`src/rtl/dsm_conv_sequencer.sv`:
```
// dsm_conv_sequencer: incremental-mode delta-sigma conversion controller with result handshake
module dsm_conv_sequencer #(
  parameter int OUTPUT_BITS = 16,
  parameter int CNT_W = 10,
  parameter int CONV_CNT_W = 8
) (
  input  logic                   clk,
  input  logic                   rst_n,
  input  logic                   start,
  input  logic                   cont,
  input  logic                   stop,
  input  logic [CNT_W-1:0]       osr_in,
  input  logic [OUTPUT_BITS-1:0] filt_z,
  output logic                   filt_rst,
  output logic                   filt_type_dec,
  output logic [OUTPUT_BITS-1:0] result_data,
  output logic                   result_valid,
  input  logic                   result_ready,
  output logic                   overrun,
  input  logic                   clr_ovr,
  output logic                   busy,
  output logic [CONV_CNT_W-1:0]  conv_count
);
  typedef enum logic [2:0] {IDLE, CLEAR, INTEG, DUMP, CAPTURE} state_t;
  state_t state, state_n;
  logic [CNT_W-1:0] cnt, cnt_n, osr_q, osr_clamped;
  logic cap;
  assign filt_type_dec = 1'b0;
  assign busy = state != IDLE;
  assign cap = state == CAPTURE;
  assign osr_clamped = (osr_in < CNT_W'(2)) ? CNT_W'(2) : osr_in;
  always_comb begin
    state_n = state;
    cnt_n = '0;
    case (state)
      IDLE:    state_n = (start && !stop) ? CLEAR : IDLE;
      CLEAR:   state_n = INTEG;
      INTEG:   state_n = stop ? IDLE : (cnt == osr_q - CNT_W'(1)) ? DUMP : INTEG;
      DUMP:    state_n = CAPTURE;
      CAPTURE: state_n = (cont && !stop) ? INTEG : IDLE;
      default: state_n = IDLE;
    endcase
    // the CAPTURE cycle already counts as window cycle 0 of the next conversion
    if (state_n == INTEG)
      cnt_n = (state == INTEG) ? cnt + CNT_W'(1) : cap ? CNT_W'(1) : '0;
  end
  always_ff @(posedge clk or negedge rst_n) begin
    if (!rst_n) begin
      state        <= IDLE;
      cnt          <= '0;
      osr_q        <= CNT_W'(2);
      filt_rst     <= 1'b0;
      result_data  <= '0;
      result_valid <= 1'b0;
      overrun      <= 1'b0;
      conv_count   <= '0;
    end else begin
      state    <= state_n;
      cnt      <= cnt_n;
      filt_rst <= (state_n == CLEAR) || (state_n == DUMP);
      if (state == IDLE && state_n == CLEAR) osr_q <= osr_clamped;
      if (cap) begin
        result_data <= filt_z;
        conv_count  <= conv_count + CONV_CNT_W'(1);
      end
      result_valid <= cap | (result_valid & ~result_ready);
      // a fresh overrun outranks a simultaneous clear
      overrun <= (cap & result_valid & ~result_ready) | (overrun & ~clr_ovr);
    end
  end
endmodule

```
`config.mk`:
```
export PLATFORM = sky130hd
export DESIGN_NAME = dsm_conv_sequencer
export DESIGN_NICKNAME = d
export VERILOG_FILES = /design/src/rtl/dsm_conv_sequencer.sv
export SDC_FILE = /design/constraint.sdc
export NUM_CORES = 1
export LEC_CHECK = 0
export CAP_MARGIN = 20
export CORE_ASPECT_RATIO = 1.2
export CORE_MARGIN = 2
export CORE_UTILIZATION = 56
export CTS_CLUSTER_SIZE = 25
export DETAILED_ROUTE_END_ITERATION = 12
export DONT_BUFFER_PORTS = 1
export GPL_TIMING_DRIVEN = 0
export PLACE_DENSITY = 0.7
export SLEW_MARGIN = 20
export SYNTH_ARGS = -nofsm -noshare
export SYNTH_HDL_FRONTEND = slang
export SYNTH_SLANG_ARGS = --single-unit
export TNS_END_PERCENT = 50
```
`constraint.sdc`:
```
create_clock -name clk -period 4.8 [get_ports clk]
set_input_delay 0.96 -clock clk [delete_from_list [all_inputs] [get_ports clk]]
set_output_delay 0.96 -clock clk [all_outputs]
set_load 0.02 [all_outputs]
```
# ---- Word level (Yosys, flattened, before mapping)
# Cells that the tools add are included.
dict set report word_totals {
  ff_bits 50
  in_bits 33
  out_inout_bits 29
  wordCells 44
}
dict set report classes {
  add_sub_neg 3
  n_lt_le_gt_ge 1
  eq_ne 8
  n_mux 9
  bitwise_logic 8
  n_reduce_logical 7
}
# op count
set ops {}
lappend ops {{$mux 10} 3}
lappend ops {{$pmux 3 s5} 1}
lappend ops {{$eq 3x2->1 const B} 4}
lappend ops {{$add 10x1->10 const B} 1}
lappend ops {{$eq 10x10->1} 1}
lappend ops {{$lt 10x2->1 const B} 1}
lappend ops {{$sub 10x1->10 const B} 1}
lappend ops {{$add 8x1->8 const B} 1}
lappend ops {{$eq 3x1->1 const B} 2}
lappend ops {{$and 1x1->1} 4}
lappend ops {{$mux 2} 2}
lappend ops {{$eq 3x3->1 const B} 1}
lappend ops {{$logic_and 1x1->1} 3}
lappend ops {{$logic_not 3->1} 1}
lappend ops {{$mux 1} 3}
lappend ops {{$reduce_bool 3->1} 1}
lappend ops {{$not 1->1} 2}
lappend ops {{$or 1x1->1} 2}
lappend ops {{$logic_not 1->1} 1}
lappend ops {{$logic_or 1x1->1} 1}

# ---- Longest topological paths before layout
# Gate-level depths: netlist of run 1.
dict set report logic_depth {
  depth_word 7
  mapped_depth 9
  mapped_depth_nobuf 8
}

# ---- Worst setup path after synthesis of run 1
# OpenSTA, ideal clock, no wires.
dict set report synth_timing {
  path_kind {input to register}
  start {input stop}
  end {register cnt[9]}
  setup_ns 0.121
  arrival_time_ns 2.254
  path_slack_ns 2.425
  stages 6
  path_buffers 1
  path_cell_list {nor3_4 -> o2111ai_1 -> or3_4 -> a2111oi_4 -> buf_6 -> nor2_2}
}
dict set report synth_between {
  elab_chain_len 6
  word_cells_on_any_way 9
}
# element line_no
set synth_lines {}
lappend synth_lines {{start: declaration} 11} ;# input logic stop,
lappend synth_lines {{$logic_not 1->1} {36, 40}}
lappend synth_lines {{$logic_and 1x1->1, on equally long branches} {36, 40}}
lappend synth_lines {{$mux 1 or $mux 2 (tied branches)} {36, 40}}
lappend synth_lines {{$pmux 3 s5 (*)} 35} ;# case (state)
lappend synth_lines {{$eq 3x2->1 (*)} 44} ;# if (state_n == INTEG)
lappend synth_lines {{$mux 10 (*)} 44}
lappend synth_lines {{named net cnt_n[9]} 26} ;# logic [CNT_W-1:0] cnt, cnt_n, osr_q, osr_clamped;
lappend synth_lines {{end signal: assignment} 59} ;# cnt <= cnt_n;
lappend synth_lines {{end: declaration} 26}
# Mark *: on every way through the listed nets, which the timed path passes. The rest lies on a longest branch.
# A chain may end at the register's enable or synchronous reset.

# ---- Final worst setup path of run 1
dict set report layout_timing {
  start {input stop}
  end {register cnt[3]}
}
# The elaborated chain is that of the path after synthesis.

==> impl_metrics.csv, run 1 <==
group,metric,value,unit
critical_path,required,5.00,ns
sta,rsz0062_at_grt,"no",
critical_path,worstSetupStartpoint,"stop",
run,max-cap-violations,0,
cts,clock_path_buffers,2,
finish,fillers,358,
synth,post_synth_num_cell_types,45,
die,design.core.area,4230,um^2
place,port_buffers,0,
die,dieHeight,76.6,um
synth,synth_warnings,0,
synth,synthFlopType,"dfrtp_1",
die,rows,26,
routing,vias_per_cell,5.43,
cts,numCtsBuffers,5,
critical_path,cp.arrival,2.46,ns
finish,final_util,62.4,%
critical_path,reg2reg_from,"osr_q[1]",
critical_path,worst_setup_path_start_kind,"primary input",
die,fp.dieW,64.5,um
grt,first_global_vias,1652,
grt,grt_pass1_wl,7.59,mm
critical_path,critPathKind,"in2reg",
place,place.gp.congestion,0.795,
synth,yosys.area.top_type,"dfrtp_1",
synth,synth_most_common_cell,"dfrtp_1",
finish,fin_area,2640,um^2
routing,vias,1603,
synth,ys_seq_elements,50,
synth,synth_commonest_cells,"dfrtp_1 (49), nand2_1 (43), xnor2_1 (16)",
power_and_ir_drop,power_density,482,nW/um^2
die,dieArea,4940,um^2
power_and_ir_drop,pwr-share-comb,19.6,%
cts,clock-sinks,50,
finish,syn_to_final_growth,7.28,%
place,dp_slack,2.20,ns
power_and_ir_drop,p_leak,1.19,nW
synth,syn-num-nets,267,
power_and_ir_drop,p_int,0.816,mW
synth,seq_area_frac_synth,50.9,%
synth,synth_area,2460,um^2
sta,finalSetupTns,0,ns
routing,remaining_drc_errors,0,
grt,grt_usage,19.6,%
synth,yosys.area.top_type_share,49.9,%
sta,final.min_clock_period,2.26,ns
sta,worst_slack,2.54,ns
power_and_ir_drop,clockPowerShare,22.5,%
routing,wl,4.30,mm
power_and_ir_drop,p_sw,0.455,mW
power_and_ir_drop,seqPwrFrac,57.9,%
sta,max_slew.worst_pin.slew,0.515,ns
finish,drive_gt1_share,16.7,%
sta,drv_slew,0,
sta,fmax,442,MHz
grt,overflow,0,
routing,detail_route.iter0.violations,75,
sta,skew,0.00418,ns
die,num_io_pins,62,
synth,synth_area_leaders,"dfrtp_1 (50%), nand2_1 (6.6%), xnor2_1 (5.7%), mux2_2 (4.6%), xor2_1 (3.6%)",
critical_path,worstPathMaxFanout,10,
cts,cts-root-buf,"clkbuf_8",
cts,clk-insertion-delay-late,0.30,ns
sta,maxSlewHeadroom,65.7,%
sta,hold_violations,0,
cts,cts_resized,0,
finish,multiInputGateArea,1140,um^2
critical_path,ff2ff_path_depth,8,
finish,fin_nets,274,
power_and_ir_drop,switching_share,35.8,%
place,placed_area,2530,um^2
sta,whs,0.346,ns
die,initial_utilization,58.1,%
cts,h-tree-depth,2,
synth,synth.avg_cell_area,10.6,um^2
cts,cts_tree,"yes",
sta,fin_crit_sh,47.1,%
synth,ys_async_sr_fraction,100,%
routing,ant_nets,0,
place,dp_hpwl,3.13,mm
routing,drt-wirelength-per-cell,14.6,um
critical_path,crit_path_end_kind,"flip-flop",
synth,synth_edf_count,0,
power_and_ir_drop,ir_worst_vdd,0.338,mV
finish,seq_area,1250,um^2
cts,post_cts_buffers,0,
grt,antenna_found_initial,0,
finish,n_antenna_cell,0,
cts,clk_pin_slew_worst_paths,0.09,ns
sta,setup_viol,0,
cts,cts_hold_buffers,0,
synth,syn_inst,231,
grt,grt_start_max_net_pins,51,
routing,dr.pass1.iters,4,
worst_hold_path,hp-class,"in2async",
status,run_status,"completed",
-- cell type report --
| type | instances | share of cell area, % |
|---|---|---|
| Clock buffer | 5 | 2.61 |
| Inverter | 6 | 0.854 |
| Tap cell | 56 | 2.66 |
| Sequential cell | 50 | 47.5 |
| Buffer | 8 | 1.71 |
| Clock inverter | 3 | 1.52 |
| Multi-Input combinational cell | 167 | 43.2 |
-- per-stage QoR --
step / power [mW] / cells
after floorplan: 0.935 / 231
after global placement: 0.985 / 287
after detailed placement: 0.997 / 287
after CTS: 1.28 / 295
after global routing: 1.35 / 295
final: 1.27 / 295
-- kinds of logic after synthesis --
logic type / count (synthesis) / share of synthesized area [%]
buffers and inverters: 14 / 2.75
AND/OR/NAND/NOR: 103 / 21.8
other: 1 / 0.153
adder cells (fa/ha/maj): 3 / 1.53
multiplexers: 18 / 8.19
XOR/XNOR: 27 / 9.92
AO/OA/AOI/OAI: 15 / 4.68
flip-flops: 50 / 50.9
-- critical path, stage by stage --
cell and delay (ns):
nor3_4 0.36, o2111ai_1 0.18, or3_4 0.41, a2111oi_4 0.27, buf_6 0.22, nor2_2 0.06
-- power groups by stage --
stage | Combinational, mW | Sequential, mW | Clock (mW)
3_5_place_dp | 0.251 | 0.746 | 0
5_1_grt | 0.286 | 0.752 | 0.310
3_3_place_gp | 0.242 | 0.744 | 0
4_1_cts | 0.251 | 0.739 | 0.294
2_1_floorplan | 0.218 | 0.716 | 0
6_report | 0.249 | 0.736 | 0.286
-- cells in the final DEF, fill, tap and decap left out, types with 4 or more instances in the layout --
cell,n
nand2_1,43
nand3_1,8
nor2_2,10
xor2_1,10
nand4_1,4
mux2_1,7
xnor2_1,16
nor2_1,10
mux2_2,10
dfrtp_1,49
nand2b_1,6
inv_1,6
clkbuf_8,5
-- state kept, by name (all words and copies together) (netlist names) --
signal / cells
cnt: 10
conv_count: 8
filt_rst: 1
osr_q: 10
overrun: 1
result_data: 16
result_valid: 1
state: 3
-- metal layers --
layer | share of wire [%] | wire (um) | global-route usage, % | vias to the layer above
met2 | 50 | 2130 | 32.3 | 41
met5 | 0 | 0 | 0 | -
met3 | 6.6 | 282 | 6.35 | 5
li1 | - | - | - | 785
met4 | 1.3 | 57 | 5.11 | 0
met1 | 42 | 1830 | 25.0 | 772
-- worst paths after layout --
path	slack, ns	to
worst max-delay path	2.54	cnt[3]
worst min-delay path	0.35	cnt[7]
worst max register to register	2.55	cnt[3]
worst min register to register	0.51	osr_q[9]
max in group asynchronous	4.26	osr_q[1]
min in group clk	0.51	osr_q[9]
Note: power is estimated with default switching activity, not from simulation.
==> run 2, diff against run 1 <==
- ABC_AREA: default -> 1
- PLACE_DENSITY: 0.7 -> 0.73
- clock period: 4.8 -> 1.9 ns (I/O delays scaled with it)
==> run 2 against run 1 <==
Total power rose to 2.6 times the previous value. Non-clock buffer count up 2. Count of clock-buffer cells in the layout up 1. Worst hold slack worse by 0.18 ns. First-iteration DRC count up 1.3%. Sequential share of layout area down 1.8 points. Largest power group unchanged. Largest cell class unchanged. Register-to-register slack worse by 2.5 ns. Synthesized area up 1.3%. Cell count up 31%.
==> impl_metrics.csv, run 2 <==
group,metric,value,unit
synth,synth_area_leaders,"dfrtp_1 (49%), nand2_1 (18%), inv_1 (5.1%), nand3_1 (5.0%), nor2_1 (4.2%)",
sta,fmax,544,MHz
critical_path,critPathMaxStageDelay,0.56,ns
place,place_inst,373,
sta,fin_crit_sh,96.8,%
synth,synth_most_common_cell,"nand2_1",
sta,rsz0062_at_grt,"yes",
critical_path,critPathKind,"reg2reg",
sta,finalSetupTns,0,ns
die,dieArea,5000,um^2
sta,maxSlewHeadroom,59.1,%
grt,first_global_vias,1931,
power_and_ir_drop,power_density,1220,nW/um^2
place,place.gp.congestion,0.869,
finish,largestRegisters,"result_data: 16 flops, cnt: 10 flops, osr_q: 10 flops",
finish,fillers,368,
critical_path,worstPathMaxFanout,5,
cts,clk_pin_slew_worst_paths,0.09,ns
power_and_ir_drop,p_leak,1.36,nW
finish,layout_common_cells,"nand2_1 (119), dfrtp_1 (49), inv_1 (31), nand3_1 (25), nor2_1 (25)",
finish,drive_gt1_share,12.1,%
cts,h-tree-depth,2,
finish,syn_to_final_growth,10.2,%
die,rows,26,
grt,overflow,0,
critical_path,crit_family,"simple AND/OR/NAND/NOR gates",
place,dp_hpwl,3.43,mm
grt,grt_pass1_wl,8.40,mm
place,port_buffers,0,
critical_path,cp_slowest_cell,"dfstp_2",
critical_path,required,2.10,ns
synth,syn-num-nets,353,
power_and_ir_drop,power,3.34,mW
grt,antenna_found_initial,0,
sta,setup_viol,0,
critical_path,reg2reg_slack,0.06,ns
finish,n_antenna_cell,0,
finish,fin_area,2740,um^2
synth,synth_commonest_cells,"nand2_1 (120), dfrtp_1 (49), inv_1 (34)",
synth,ys_seq_elements,50,
status,run_status,"completed",
die,num_io_pins,62,
critical_path,crit_path_end_kind,"flip-flop",
synth,post_synth_num_cell_types,32,
synth,synth_warnings,0,
routing,drt-wirelength-per-cell,12.5,um
finish,regMostFlops,"result_data",
cts,clock-sinks,50,
critical_path,worst_setup_path_start_kind,"flip-flop",
synth,syn_inst,317,
die,fp.dieW,64.9,um
routing,vias,1968,
critical_path,cp.arrival,2.04,ns
die,dieHeight,77.0,um
synth,synth_area,2490,um^2
sta,drv_slew,0,
sta,skew,0.00466,ns
cts,cts-root-buf,"clkbuf_8",
synth,yosys.area.top_type_share,49.2,%
routing,remaining_drc_errors,0,
grt,grt_usage,21.7,%
die,design.core.area,4260,um^2
routing,ant_nets,0,
critical_path,crit_chain,"inv_2 > ha_4 > nand2_2 > nand2_1 > nand2_1 > nor2_1 > nand3_1 > nor2_1 > nand3_2 > nand3_4 > nor2_1",
power_and_ir_drop,ir_worst_vdd,0.768,mV
place,placed_area,2560,um^2
synth,seq_area_frac_synth,50.3,%
routing,dr.pass1.iters,4,
synth,ys_async_sr_fraction,100,%
sta,final.min_clock_period,1.84,ns
cts,numCtsBuffers,5,
finish,largest_reg_flops,16,
grt,grt_start_max_net_pins,51,
die,initial_utilization,58.4,%
synth,synthFlopType,"dfrtp_1",
routing,detail_route.iter0.violations,76,
sta,hold_violations,0,
cts,cts_tree,"yes",
run,max-cap-violations,0,
finish,fin_nets,365,
worst_hold_path,hp-class,"in2reg",
sta,max_slew.worst_pin.slew,0.610,ns
synth,synth.avg_cell_area,7.85,um^2
cts,clock_path_buffers,2,
critical_path,cp_num_buf_inv,1,
synth,yosys.area.top_type,"dfrtp_1",
finish,final_util,64.4,%
synth,synth_edf_count,0,
cts,clk-insertion-delay-late,0.30,ns
finish,mostFrequentLayoutCell,"nand2_1",
finish,final_cells,386,
routing,vias_per_cell,5.10,
critical_path,crit_top_cell,"nor2_1",
routing,wl,4.82,mm
==> run 2: per-stage QoR <==
step,hold slack (ns),setup WS (ns)
after floorplan,0.0844,0.240
after global placement,0.0860,0.0586
after detailed placement,0.0858,0.0426
after CTS,0.151,0.0263
after global routing,0.149,-0.0614
final,0.164,0.0616
==> run 2: metal layers <==
metal / up-vias / wire, um / part of all wire (%) / track usage (%)
met5: - / 0 / 0 / 0
met4: 0 / 76 / 1.6 / 7.45
met1: 889 / 2000 / 41 / 26.5
met3: 8 / 335 / 7.0 / 6.89
met2: 60 / 2410 / 50 / 35.9
li1: 1011 / - / - / -
==> run 2: kinds of logic (layout without fill, tap and decap cells) <==
group	Yosys count	in the layout	share of synthesized area, %
simple gates	194	195	33.7
flops	50	50	50.3
buf+inv	42	54	6.78
compound gates	17	17	4.07
xor+xnor	10	10	3.52
fa+ha+maj	3	3	1.51
other cells	1	1	0.151
==> run 2: cell type report <==
type	instances	area [um^2]	area share, %
clock buffer	6	72.6	2.65
multi-input combinational	226	1110	40.4
clock inverter	2	17.5	0.639
sequential	50	1250	45.7
buffer	6	33.8	1.23
inverter	36	135	4.93
tap	56	70.1	2.55
timing repair buffer	4	52.6	1.92
==> run 2: final timing paths <==
kind / startpoint / depth (start not counted) / endpoint
worst min-delay path: clr_ovr / 1 / overrun
worst min register to register: osr_q[9] / 2 / osr_q[9]
min in group asynchronous: rst_n / 2 / cnt[3]
worst max-delay path: osr_q[1] / 11 / cnt[2]
worst max register to register: osr_q[1] / 11 / cnt[2]
max in group asynchronous: rst_n / 2 / osr_q[1]
==> run 2: what timing repair did <==
item | 4_1_cts | 5_1_grt
setup buffers | 0 | 2
hold buffers | 2 | 0
gates resized for setup | 0 | 10
hold endpoints to repair | 50 | 0
setup endpoints to repair | 0 | 10
==> run 2: report_power, final <==
part / total, mW / internal [mW] / switching, mW / leakage [nW]
sequential: 1.86 / 1.35 / 0.505 / 0.639
combinational: 0.860 / 0.342 / 0.518 / 0.679
clock: 0.625 / 0.267 / 0.358 / 0.0458
total: 3.34 / 1.96 / 1.38 / 1.36
